===== config.mk =====
export PLATFORM = sky130hd
export DESIGN_NAME = slave_arbitrate_interface_rd_flat
export DESIGN_NICKNAME = d
export VERILOG_FILES = /design/src/rtl/slave_arbitrate_interface_rd_if.sv /design/src/rtl/slave_arbitrate_interface_rd.sv /design/src/flat_wrapper.sv
export SDC_FILE = /design/constraint.sdc
export NUM_CORES = 1
export LEC_CHECK = 0
export ABC_AREA = 1
export BUFFER_PORTS_ARGS = -buffer_cell sky130_fd_sc_hd__buf_4
export CAP_MARGIN = 10
export CORE_ASPECT_RATIO = 1.5
export CORE_UTILIZATION = 51
export CTS_CLUSTER_DIAMETER = 150
export DETAILED_ROUTE_END_ITERATION = 12
export PLACE_DENSITY = 0.8
export SYNTH_ARGS = -nofsm -noshare
export SYNTH_HDL_FRONTEND = slang
export SYNTH_SLANG_ARGS = --single-unit

===== constraint.sdc =====
create_clock -name ddr_clk -period 1.6 [get_ports ddr_clk]
set_input_delay 0.16 -clock ddr_clk [delete_from_list [all_inputs] [get_ports ddr_clk]]
set_output_delay 0.16 -clock ddr_clk [all_outputs]
set_load 0.005 [all_outputs]

===== src/rtl/slave_arbitrate_interface_rd_if.sv =====
// slave_arbitrate_interface_rd_if: handshake/bus bundle between the read slave, its output FIFO and the DDR arbiter
// slave modport: the read slave (consumes FIFO status and grant, drives request/address/status)
// master modport: the arbiter/FIFO side (drives frame_start, FIFO status, grant and bank)
interface slave_arbitrate_interface_rd_if;
  logic        frame_start;
  logic        fifo_full_flag;
  logic        fifo_empty_flag;
  logic [10:0] fifo_len;
  logic        slave_req;
  logic        arbitrate_valid;
  logic [1:0]  slave_rdbank;
  logic [24:0] slave_raddr;
  logic [9:0]  slave_rburst_len;
  logic        slave_frame_finished;
  logic        slave_rd_timeout;
  modport slave (
    input  frame_start, fifo_full_flag, fifo_empty_flag, fifo_len, arbitrate_valid, slave_rdbank,
    output slave_req, slave_raddr, slave_rburst_len, slave_frame_finished, slave_rd_timeout
  );
  modport master (
    output frame_start, fifo_full_flag, fifo_empty_flag, fifo_len, arbitrate_valid, slave_rdbank,
    input  slave_req, slave_raddr, slave_rburst_len, slave_frame_finished, slave_rd_timeout
  );
endinterface


===== src/rtl/slave_arbitrate_interface_rd.sv =====
// slave_arbitrate_interface_rd: DDR arbiter read slave draining one frame into an output FIFO in fixed bursts
// Ports: ddr_clk (clock), sys_rstn (async active-low reset), bus (slave modport: frame_start, FIFO status,
//   grant/bank in; request, {bank,PARAM_BIT,SLAVE_NUMBER,addr} address, burst length, frame-finished, timeout out)
// Optional: define RD_TIMEOUT_EN to add the grant-stall watchdog driving slave_rd_timeout (else tied low).
module slave_arbitrate_interface_rd #(
  parameter logic [3:0]  SLAVE_NUMBER = 4'b0000,
  parameter logic        PARAM_BIT    = 1'b0,
  parameter logic [17:0] MAXADDR      = 18'd245_760,
  parameter logic [9:0]  BURST_LEN    = 10'd256,
  parameter logic [10:0] FIFO_DEPTH   = 11'd1024
) (
  input logic                            ddr_clk,
  input logic                            sys_rstn,
  slave_arbitrate_interface_rd_if.slave  bus
);
  typedef enum logic [2:0] {IDLE, WAIT_ROOM, REQ, BUSY, DONE} state_e;
  localparam logic [10:0] ROOM = FIFO_DEPTH - {1'b0, BURST_LEN};
  state_e      state_q, state_d;
  logic        req_q, req_d;
  logic [17:0] raddr_q, raddr_d;
  logic [1:0]  bank_q, bank_d;
  logic [1:0]  pbank_q, pbank_d;
  logic        pend_q, pend_d;
  logic        fin_q, fin_d;
  logic [9:0]  blen_q, blen_d;
  logic        v0_q, v1_q;
  logic        valid_neg, room, start;
  logic [1:0]  start_bank;
  logic [17:0] raddr_nx;
`ifdef RD_TIMEOUT_EN
  logic [15:0] cnt_q, cnt_d;
  logic        tmo_q, tmo_d;
`endif
  // grant end is seen two cycles late through the d0/d1 pipeline
  assign valid_neg = v1_q & ~v0_q;
  // an empty FIFO always has room; otherwise a whole burst must fit
  assign room      = ~bus.fifo_full_flag & (bus.fifo_empty_flag | (bus.fifo_len <= ROOM));
  assign raddr_nx  = raddr_q + {8'd0, BURST_LEN};
  always_comb begin
    state_d    = state_q;
    req_d      = req_q;
    raddr_d    = raddr_q;
    bank_d     = bank_q;
    pbank_d    = pbank_q;
    pend_d     = pend_q;
    fin_d      = fin_q;
    blen_d     = BURST_LEN;
    start      = 1'b0;
    start_bank = bus.slave_rdbank;
    case (state_q)
      IDLE:      start = bus.frame_start;
      WAIT_ROOM: begin
        if (bus.frame_start) start = 1'b1;
        else if (room) begin
          req_d   = 1'b1;
          state_d = REQ;
        end
      end
      REQ: begin
        // a grant in the same cycle as frame_start wins; the pulse becomes pending
        if (bus.arbitrate_valid) begin
          req_d   = 1'b0;
          state_d = BUSY;
          pend_d  = bus.frame_start;
          pbank_d = bus.slave_rdbank;
        end else if (bus.frame_start) start = 1'b1;
      end
      BUSY: begin
        if (bus.frame_start) begin
          pend_d  = 1'b1;
          pbank_d = bus.slave_rdbank;
        end
        if (valid_neg) begin
          if (pend_q || bus.frame_start) begin
            start      = 1'b1;
            start_bank = bus.frame_start ? bus.slave_rdbank : pbank_q;
          end else begin
            raddr_d = raddr_nx;
            state_d = (raddr_nx == MAXADDR) ? DONE : WAIT_ROOM;
          end
        end
      end
      DONE: begin
        if (bus.frame_start) start = 1'b1;
        else begin
          fin_d   = 1'b1;
          raddr_d = '0;
          state_d = IDLE;
        end
      end
      default: state_d = IDLE;
    endcase
    if (start) begin
      raddr_d = '0;
      bank_d  = start_bank;
      fin_d   = 1'b0;
      pend_d  = 1'b0;
      req_d   = 1'b0;
      state_d = WAIT_ROOM;
    end
`ifdef RD_TIMEOUT_EN
    tmo_d = bus.frame_start ? 1'b0 : tmo_q;
    if (cnt_q == 16'hFFFF) begin
      tmo_d   = 1'b1;
      req_d   = 1'b0;
      fin_d   = 1'b1;
      pend_d  = 1'b0;
      state_d = IDLE;
    end
    cnt_d = (state_d != state_q || !(state_q inside {REQ, BUSY})) ? 16'd0 : cnt_q + 16'd1;
`endif
  end
  always_ff @(posedge ddr_clk or negedge sys_rstn) begin
    if (!sys_rstn) begin
      state_q <= IDLE;
      req_q   <= 1'b0;
      raddr_q <= '0;
      bank_q  <= '0;
      pbank_q <= '0;
      pend_q  <= 1'b0;
      fin_q   <= 1'b1;
      blen_q  <= '0;
      v0_q    <= 1'b0;
      v1_q    <= 1'b0;
    end else begin
      state_q <= state_d;
      req_q   <= req_d;
      raddr_q <= raddr_d;
      bank_q  <= bank_d;
      pbank_q <= pbank_d;
      pend_q  <= pend_d;
      fin_q   <= fin_d;
      blen_q  <= blen_d;
      v0_q    <= bus.arbitrate_valid;
      v1_q    <= v0_q;
    end
  end
`ifdef RD_TIMEOUT_EN
  always_ff @(posedge ddr_clk or negedge sys_rstn) begin
    if (!sys_rstn) begin
      cnt_q <= '0;
      tmo_q <= 1'b0;
    end else begin
      cnt_q <= cnt_d;
      tmo_q <= tmo_d;
    end
  end
  assign bus.slave_rd_timeout = tmo_q;
`else
  assign bus.slave_rd_timeout = 1'b0;
`endif
  assign bus.slave_req            = req_q;
  assign bus.slave_raddr          = {bank_q, PARAM_BIT, SLAVE_NUMBER, raddr_q};
  assign bus.slave_rburst_len     = blen_q;
  assign bus.slave_frame_finished = fin_q;
endmodule


===== src/flat_wrapper.sv =====
// flat-port wrapper written by rule: the top's interface ports become plain ports
module slave_arbitrate_interface_rd_flat 
#(
  parameter logic [3:0]  SLAVE_NUMBER = 4'b0000,
  parameter logic        PARAM_BIT    = 1'b0,
  parameter logic [17:0] MAXADDR      = 18'd245_760,
  parameter logic [9:0]  BURST_LEN    = 10'd256,
  parameter logic [10:0] FIFO_DEPTH   = 11'd1024
)
  (ddr_clk, sys_rstn, bus_frame_start, bus_fifo_full_flag, bus_fifo_empty_flag, bus_fifo_len, bus_arbitrate_valid, bus_slave_rdbank, bus_slave_req, bus_slave_raddr, bus_slave_rburst_len, bus_slave_frame_finished, bus_slave_rd_timeout);
  slave_arbitrate_interface_rd_if bus_i ();
  input logic ddr_clk;
  input logic sys_rstn;
  input wire logic [$bits(bus_i.frame_start)-1:0] bus_frame_start;
  input wire logic [$bits(bus_i.fifo_full_flag)-1:0] bus_fifo_full_flag;
  input wire logic [$bits(bus_i.fifo_empty_flag)-1:0] bus_fifo_empty_flag;
  input wire logic [$bits(bus_i.fifo_len)-1:0] bus_fifo_len;
  input wire logic [$bits(bus_i.arbitrate_valid)-1:0] bus_arbitrate_valid;
  input wire logic [$bits(bus_i.slave_rdbank)-1:0] bus_slave_rdbank;
  output wire logic [$bits(bus_i.slave_req)-1:0] bus_slave_req;
  output wire logic [$bits(bus_i.slave_raddr)-1:0] bus_slave_raddr;
  output wire logic [$bits(bus_i.slave_rburst_len)-1:0] bus_slave_rburst_len;
  output wire logic [$bits(bus_i.slave_frame_finished)-1:0] bus_slave_frame_finished;
  output wire logic [$bits(bus_i.slave_rd_timeout)-1:0] bus_slave_rd_timeout;
  assign bus_i.frame_start = bus_frame_start;
  assign bus_i.fifo_full_flag = bus_fifo_full_flag;
  assign bus_i.fifo_empty_flag = bus_fifo_empty_flag;
  assign bus_i.fifo_len = bus_fifo_len;
  assign bus_i.arbitrate_valid = bus_arbitrate_valid;
  assign bus_i.slave_rdbank = bus_slave_rdbank;
  assign bus_slave_req = bus_i.slave_req;
  assign bus_slave_raddr = bus_i.slave_raddr;
  assign bus_slave_rburst_len = bus_i.slave_rburst_len;
  assign bus_slave_frame_finished = bus_i.slave_frame_finished;
  assign bus_slave_rd_timeout = bus_i.slave_rd_timeout;
  slave_arbitrate_interface_rd #(.SLAVE_NUMBER(SLAVE_NUMBER), .PARAM_BIT(PARAM_BIT), .MAXADDR(MAXADDR), .BURST_LEN(BURST_LEN), .FIFO_DEPTH(FIFO_DEPTH)) u_core (.ddr_clk(ddr_clk), .sys_rstn(sys_rstn), .bus(bus_i));
endmodule

Word level (Yosys, flattened, before mapping) --
Cells that the tools add are included.
Word-level totals: register bits after elaboration 31, input port bits 19, word-level logic and storage cells 83
Operators by class: $add $sub $neg 1, magnitude comparators 1, equality and inequality tests 15, multiplexer cells 37, bitwise operators 5, reduce and logical (&&, ||, !) cells 14
Operators by type and width (number):
- $mux 18 | 4
- $pmux 18 s2 | 1
- $mux 3 | 8
- $add 18x9->18 const B | 1
- $eq 18x18->1 const B | 1
- $ne 3x2->1 const B | 5
- $pmux 3 s5 | 1
- $mux 1 | 14
- $le 11x10->1 const B | 1
- $mux 2 | 5
- $reduce_bool 3->1 | 3
- $reduce_and 4->1 | 2
- $reduce_and 7->1 | 1
- $eq 3x2->1 const B | 2
- $ne 3x1->1 const B | 2
- $ne 2x1->1 const B | 2
- $pmux 1 s2 | 2
- $pmux 1 s4 | 1
- $pmux 2 s2 | 1
- $reduce_and 2->1 | 2
- $reduce_bool 2->1 | 2
- $eq 3x1->1 const B | 1
- $eq 3x3->1 const B | 1
- $logic_not 3->1 | 1
- other kinds (7) | 9

Longest topological paths before layout --
Gate-level depths: netlist of the first run.
depth after elaboration 7, gate-level depth with buffers 13

Least setup slack after synthesis of the first run --
No wires, ideal clock.
path kind reg-to-reg, start point reg u_core.raddr_q[9], end point reg u_core.state_q[2], arrival 1.480 ns, data required time 1.520 ns, slack 0.040 ns, cell stages (with the launch flop) 11, buffers on the path 0, period minus slack after synthesis 1.560 ns, path through dfrtp_1 -> ha_1 -> inv_1 -> nor2_1 -> nand3_1 -> nand2_1 -> nand2_1 -> inv_1 -> nand2_1 -> or2_1 -> nor3_2
On the way: word-level cells in the longest chain between the ends 7
RTL lines:
- start, declared | line slave_arbitrate_interface_rd.sv:20 | logic [17:0] raddr_q, raddr_d;
- start signal, assigned | line slave_arbitrate_interface_rd.sv:128 | raddr_q <= raddr_d;
- $add 18x9->18 | line slave_arbitrate_interface_rd.sv:38 | assign raddr_nx = raddr_q + {8'd0, BURST_LEN};
- $eq 18x18->1 | line slave_arbitrate_interface_rd.sv:79 | state_d = (raddr_nx == MAXADDR) ? DONE : WAIT_ROOM;
- $mux 3 | line slave_arbitrate_interface_rd.sv:79
- $mux 3 | line slave_arbitrate_interface_rd.sv:74 | if (pend_q || bus.frame_start) begin
- $mux 3 | line slave_arbitrate_interface_rd.sv:73 | if (valid_neg) begin
- $pmux 3 s5 | line slave_arbitrate_interface_rd.sv:50 | case (state_q)
- $mux 3 | line slave_arbitrate_interface_rd.sv:93 | if (start) begin
- end signal, assigned | line slave_arbitrate_interface_rd.sv:126 | state_q <= state_d;
- end, declared | line slave_arbitrate_interface_rd.sv:18 | state_e state_q, state_d;
No other way between the ends. The select of a mux whose other input is x is not followed. A chain may end at the register's enable or synchronous reset.

Worst setup path after layout of the first run --
start point reg u_core.state_q[0], end point reg u_core.raddr_q[8]
On the way: word-level cells in the longest chain between the ends 5, elaborated cells between the ends (all ways) 14
RTL lines (line):
- $eq 3x1->1 / $eq 3x3->1 (equally long branches) | slave_arbitrate_interface_rd.sv:50
- $reduce_or 2->1 (no line)
- $pmux 1 s4 | slave_arbitrate_interface_rd.sv:50
- $ne 3x1->1 (no line) (tied with other cells)
- $reduce_and 4->1 (no line)
Parallel ways exist; a longest one is shown, timed or not.

==> results of run 1 <==
## synthesized netlist by cell type (all sizes together)
library cell  count
o22ai             2
o21bai            1
o31ai             1
nor3              4
conb              2
nand3            22
o211ai            2
xor2              1
nor2             29
o21a              1
inv              32
buf              25
o21ai            20
dfrtp            22
nand4             2
or2               1
nand3b            3
dfstp             1
nand2            61
ha                2
## worst max-delay path, cell delays in order (launching register included)
cell and delay [ps]:
dfrtp_1 440, inv_2 90, buf_12 130, nor2_8 130
nand2_4 90, nand3_4 100, nor2_4 60, nor2_8 290
buf_4 180, o21ai_2 40
## final cells by class
cell class / count / area (um^2)
multi-input combinational: 176 / 995
timing repair buffer: 60 / 484
clock inverter: 1 / 5.00
sequential: 23 / 578
fill: 292 / 1110
inverter: 32 / 120
clock buffer: 3 / 41.3
tap: 42 / 52.6
## registers in the layout (all words and copies together), names as in the netlist
| name | flops |
|---|---|
| u_core.v1_q | 1 |
| u_core.bus.slave_rburst_len | 1 |
| u_core.state_q | 3 |
| u_core.raddr_q | 10 |
| u_core.v0_q | 1 |
| u_core.bus.slave_req | 1 |
| u_core.pbank_q | 2 |
| u_core.pend_q | 1 |
| u_core.bus.slave_frame_finished | 1 |
| u_core.bank_q | 2 |
## repair_timing
action                     4_1_cts  5_1_grt
buffers inserted                 6        0
setup endpoints to repair       12       15
hold endpoints to repair        22        0
hold buffers                     1        0
pin swaps                        6        7
gates resized for setup          6        8
## report_power, final
| part | leakage, nW | total [mW] | switching (mW) | internal, mW |
|---|---|---|---|---|
| Combinational | 0.881 | 1.55 | 0.824 | 0.723 |
| Clock | 0.0255 | 0.363 | 0.188 | 0.174 |
| Sequential | 0.294 | 0.813 | 0.102 | 0.711 |
| Total | 1.20 | 2.72 | 1.11 | 1.61 |
## cells by family (layout without fill, tap and decap cells)
family,after synthesis,after routing,synth area share [%]
XOR/XNOR,1,1,0.490
buffers and inverters,57,96,18.3
flip-flops,23,23,32.2
other,2,24,0.420
adder cells (fa/ha/maj),2,2,1.40
AO/OA/AOI/OAI,27,27,10.3
AND/OR/NAND/NOR,122,122,36.9
## worst paths after layout
check	end	slack, ps	startpoint
setup reg to reg	u_core.raddr_q[8]$_DFFE_PN0P_	-60	u_core.state_q[0]$_DFFE_PN0P_
max in group asynchronous	u_core.bus.slave_frame_finished$_DFFE_PN1P_	1000	sys_rstn
min in group asynchronous	u_core.raddr_q[14]$_DFFE_PN0P_	320	sys_rstn
hold reg to reg	u_core.v1_q$_DFF_PN0_	460	u_core.v0_q$_DFF_PN0_
setup / recovery	u_core.raddr_q[8]$_DFFE_PN0P_	-60	u_core.state_q[0]$_DFFE_PN0P_
hold / removal	u_core.v0_q$_DFF_PN0_	30	bus_arbitrate_valid
## stage by stage
stage	util (%)	std cells	hold slack (ps)	TNS [ps]
3_5_place_dp	62.5	326	70.6	-222
4_1_cts	66.6	337	17.4	-52.0
5_1_grt	67.3	337	22.8	-1450
2_1_floorplan	-	256	-136	0
3_3_place_gp	62.5	326	71.5	-9.29
6_report	67.3	337	28.6	-419
## layer usage
layer	global-route usage, %	vias to the layer above
li1	-	822
met1	24.0	756
met2	45.0	76
met3	2.25	13
met4	11.1	0
met5	0	-
==> results.toml, run 1 <==
[outcome]
outcome = "finished with violations"
violations = "negative setup slack"

[global_route]
gr-total-overflow = 0
antenna_found_initial = 0
grt.total_usage_pct = 23.0
grt_pass1_vias = 1633
grt_pass1_wl_um = 6620
grt_max_degree = 24

[detailed_routing]
routedWlPerCell_um = 11.5
dr.pass1.iters = 4
wl_um = 3860
drt_iter0_drc = 34
wl_met1_um = 1400
antenna_left = 0
route.detailed.drc = 0
maxUsedRoutingLayer = "met4"
viasPerCell = 4.95
wl_met3_um = 244
met2_length_um = 2090
vias = 1667

[synthesis]
syn-cell-area_um2 = 1790
yosys.area.top_type = "dfrtp_1"
synth.distinct_cells = 34
synth_top_area_share_pct = 30.8
synth_area_leaders = "dfrtp_1 31%, nand2_1 12%, buf_4 9.7%"
ys_seq_elements = 23
ys_warn_count = 0
synthCells = 234
seq_area_frac_synth_pct = 32.2
avgSynthCellArea_um2 = 7.65

[min_path]
whs_path_depth = 1
hold_path_class = "in -> reg"

[critical_path]
crit_type = "reg -> reg"
reg2reg_depth = 9
cp_data_required_time_ps = 1760
setup.worst_path.start_class = "register"
crit_path_max_fanout = 17
endpoint_kind = "register"
cp.arrival_ps = 1820

[power]
ir_drop_mv = 0.864
powerDensity_nw_per_um2 = 1200
power.leakage_nw = 1.20
power_mw = 2.72

[place]
pre_cts_ws_ps = -39.7
io_buffers = 33
place_area_um2 = 2110
finalWeightedCongestion = 0.804
post-dp-hpwl_um = 2840

[floorplanning]
die_h_um = 74.5
start_util_pct = 52.9
core_area_um2 = 3380
dieArea_um2 = 3750
die_w_um = 50.4
rows = 26
io_pins = 57

[timing]
skew_ps = 2.97
post-route-period-util_pct = 103
min_period_ps = 1660
rsz0062_at_grt = "true"
setup_slack_ps = -55.5
maxSlewViolCount = 0
max_freq_mhz = 604
setup_viol = 11
final_hold_viol_count = 0

[final_layout]
nNetsFinal = 317
mostFrequentLayoutCell = "nand2_1"
layout-drive-gt1-share_pct = 35.3
layout_common_cells = "55 x nand2_1, 53 x buf_4, 29 x inv_1"
n_antenna_cell = 0
area_growth_pct = 27.2
fin_area_um2 = 2280

[clocking]
path_clk_slew_ps = 80
cts_buffer_depth = 2
cts_tree = "yes"
cts_buffers = 3
root_buffer = "clkbuf_8"
clock_sinks = 23
h-tree-depth = 1
worstSkewPairLatency_ps = 270

[run]
drv_cap = 0
Note: power is estimated with default switching activity, not from simulation.
==> run 2: changes to the inputs <==
- PLACE_DENSITY: 0.8 -> unset
- PLACE_DENSITY_LB_ADDON: unset -> 0.12
==> results.toml, run 2 (synthesis gave the netlist of run 1 again) <==
[outcome]
outcome = "finished with violations"
violations = "negative setup slack"

[floorplanning]
die_h_um = 74.5
io_pins = 57
start_util_pct = 52.9
dieArea_um2 = 3750
die_w_um = 50.4
core_area_um2 = 3380
rows = 26

[global_route]
grt_pass1_vias = 1486
gr-total-overflow = 0
antenna_found_initial = 0
grt_max_degree = 24
grt_pass1_wl_um = 6170
grt.total_usage_pct = 21.6

[clocking]
worstSkewPairLatency_ps = 270
cts_buffers = 3
h-tree-depth = 1
root_buffer = "clkbuf_8"
cts_tree = "yes"
cts_buffer_depth = 2
clock_sinks = 23
path_clk_slew_ps = 90

[place]
io_buffers = 33
finalWeightedCongestion = 0.839
post-dp-hpwl_um = 2890

[power]
ir_drop_mv = 0.840
p_comb_share_pct = 59.2
netSwitchingPower_mw = 1.21
powerDensity_nw_per_um2 = 1220
p_int_mw = 1.70
p_clk_share_pct = 12.7
power.leakage_nw = 1.22
p_seq_share_pct = 28.1
power_mw = 2.92
sw_frac_of_total_pct = 41.6

[final_layout]
layout_common_cells = "53 x nand2_1, 49 x buf_4, 26 x inv_1"
fillCellCount = 296
n_antenna_cell = 0
largest_register_ffs = 10
mostFrequentLayoutCell = "nand2_1"
regMostFlops = "u_core.raddr_q"
nNetsFinal = 316
biggestRegsByFlops = "u_core.raddr_q (10), u_core.state_q (3)"
area_growth_pct = 34.0
layout-drive-gt1-share_pct = 39.1

[critical_path]
cp.arrival_ps = 1790
endpoint_kind = "register"
setup.worst_path.start_class = "register"
reg2reg_depth = 9
crit_path_max_fanout = 8
crit_type = "reg -> reg"
cp_data_required_time_ps = 1770

[timing]
post-route-period-util_pct = 101
setup_slack_ps = -21.7
setup_viol = 9
min_period_ps = 1620
skew_ps = 7.24
maxSlewViolCount = 0
hold_ws_ps = 42.5
rsz0062_at_grt = "true"
final_hold_viol_count = 0
max_freq_mhz = 617

[detailed_routing]
drt_iter0_drc = 28
wl_um = 3940
antenna_left = 0
dr.pass1.iters = 4
viasPerCell = 4.80
route.detailed.drc = 0
routedWlPerCell_um = 11.7
vias = 1613

[min_path]
whs_path_depth = 1
hold_path_class = "in -> reg"

[run]
drv_cap = 0
run 2: worst paths after layout:
kind | slack [ps] | startpoint | end
setup / recovery | -20 | u_core.state_q[2]$_DFFE_PN0P_ | u_core.raddr_q[11]$_DFFE_PN0P_
hold / removal | 40 | bus_arbitrate_valid | u_core.v0_q$_DFF_PN0_
setup reg to reg | -20 | u_core.state_q[2]$_DFFE_PN0P_ | u_core.raddr_q[11]$_DFFE_PN0P_
hold reg to reg | 460 | u_core.v0_q$_DFF_PN0_ | u_core.v1_q$_DFF_PN0_
max in group asynchronous | 1000 | sys_rstn | u_core.bus.slave_frame_finished$_DFFE_PN1P_
min in group asynchronous | 310 | sys_rstn | u_core.pbank_q[1]$_DFFE_PN0P_
run 2: layer usage:
layer,share of wire (%),track usage (%),up-vias
met5,0,0,-
met4,2.5,9.57,0
met3,4.2,3.07,9
met2,55,42.1,41
met1,38,22.5,745
li1,-,-,818
run 2: power by group through the flow:
stage	combinational, mW	clock, mW	sequential, mW
global placement	1.29	0	0.809
floorplan	0.902	0	0.822
CTS	1.50	0.382	0.802
finish	1.73	0.370	0.820
global route	1.88	0.396	0.836
detailed placement	1.31	0	0.812
run 2: layout make-up:
cell class | count | area [um^2] | share of cell area, %
Clock buffer | 3 | 41.3 | 1.72
Multi-Input combinational cell | 176 | 1080 | 44.9
Tap cell | 42 | 52.6 | 2.19
Clock inverter | 1 | 5.00 | 0.209
Sequential cell | 23 | 579 | 24.2
Inverter | 32 | 123 | 5.11
Timing Repair Buffer | 59 | 519 | 21.7
run 2: stage by stage:
stage          instances  cell area (um^2)  util (%)  TNS [ps]  setup slack [ps]
3_3_place_gp         320              2080      61.5     -35.3             -11.6
2_1_floorplan        256              1870         -         0              39.8
4_1_cts              332              2250      66.5     -16.7             -6.00
5_1_grt              336              2400      70.9     -1100              -103
6_report             336              2400      70.9      -133             -21.7
3_5_place_dp         320              2080      61.5      -360             -48.1
run 2: what timing repair did:
| action | in CTS | in global routing |
|---|---|---|
| pin swaps | 3 | 7 |
| endpoints found under the setup margin | 13 | 15 |
| endpoints found under the hold margin | 22 | 0 |
| cloned | 0 | 1 |
| resized for setup | 8 | 27 |
| setup buffers | 7 | 3 |
| hold buffers | 1 | 0 |
run 2: critical path, cell delays in order, from the launching register on:
cell      delay, ps
dfrtp_1         420
nor2_4          200
o21ai_4         100
nand3_4         130
nand2_8          90
nor3_4          240
nor2_8           80
buf_12          140
nand3b_1         90
o21ai_2          50
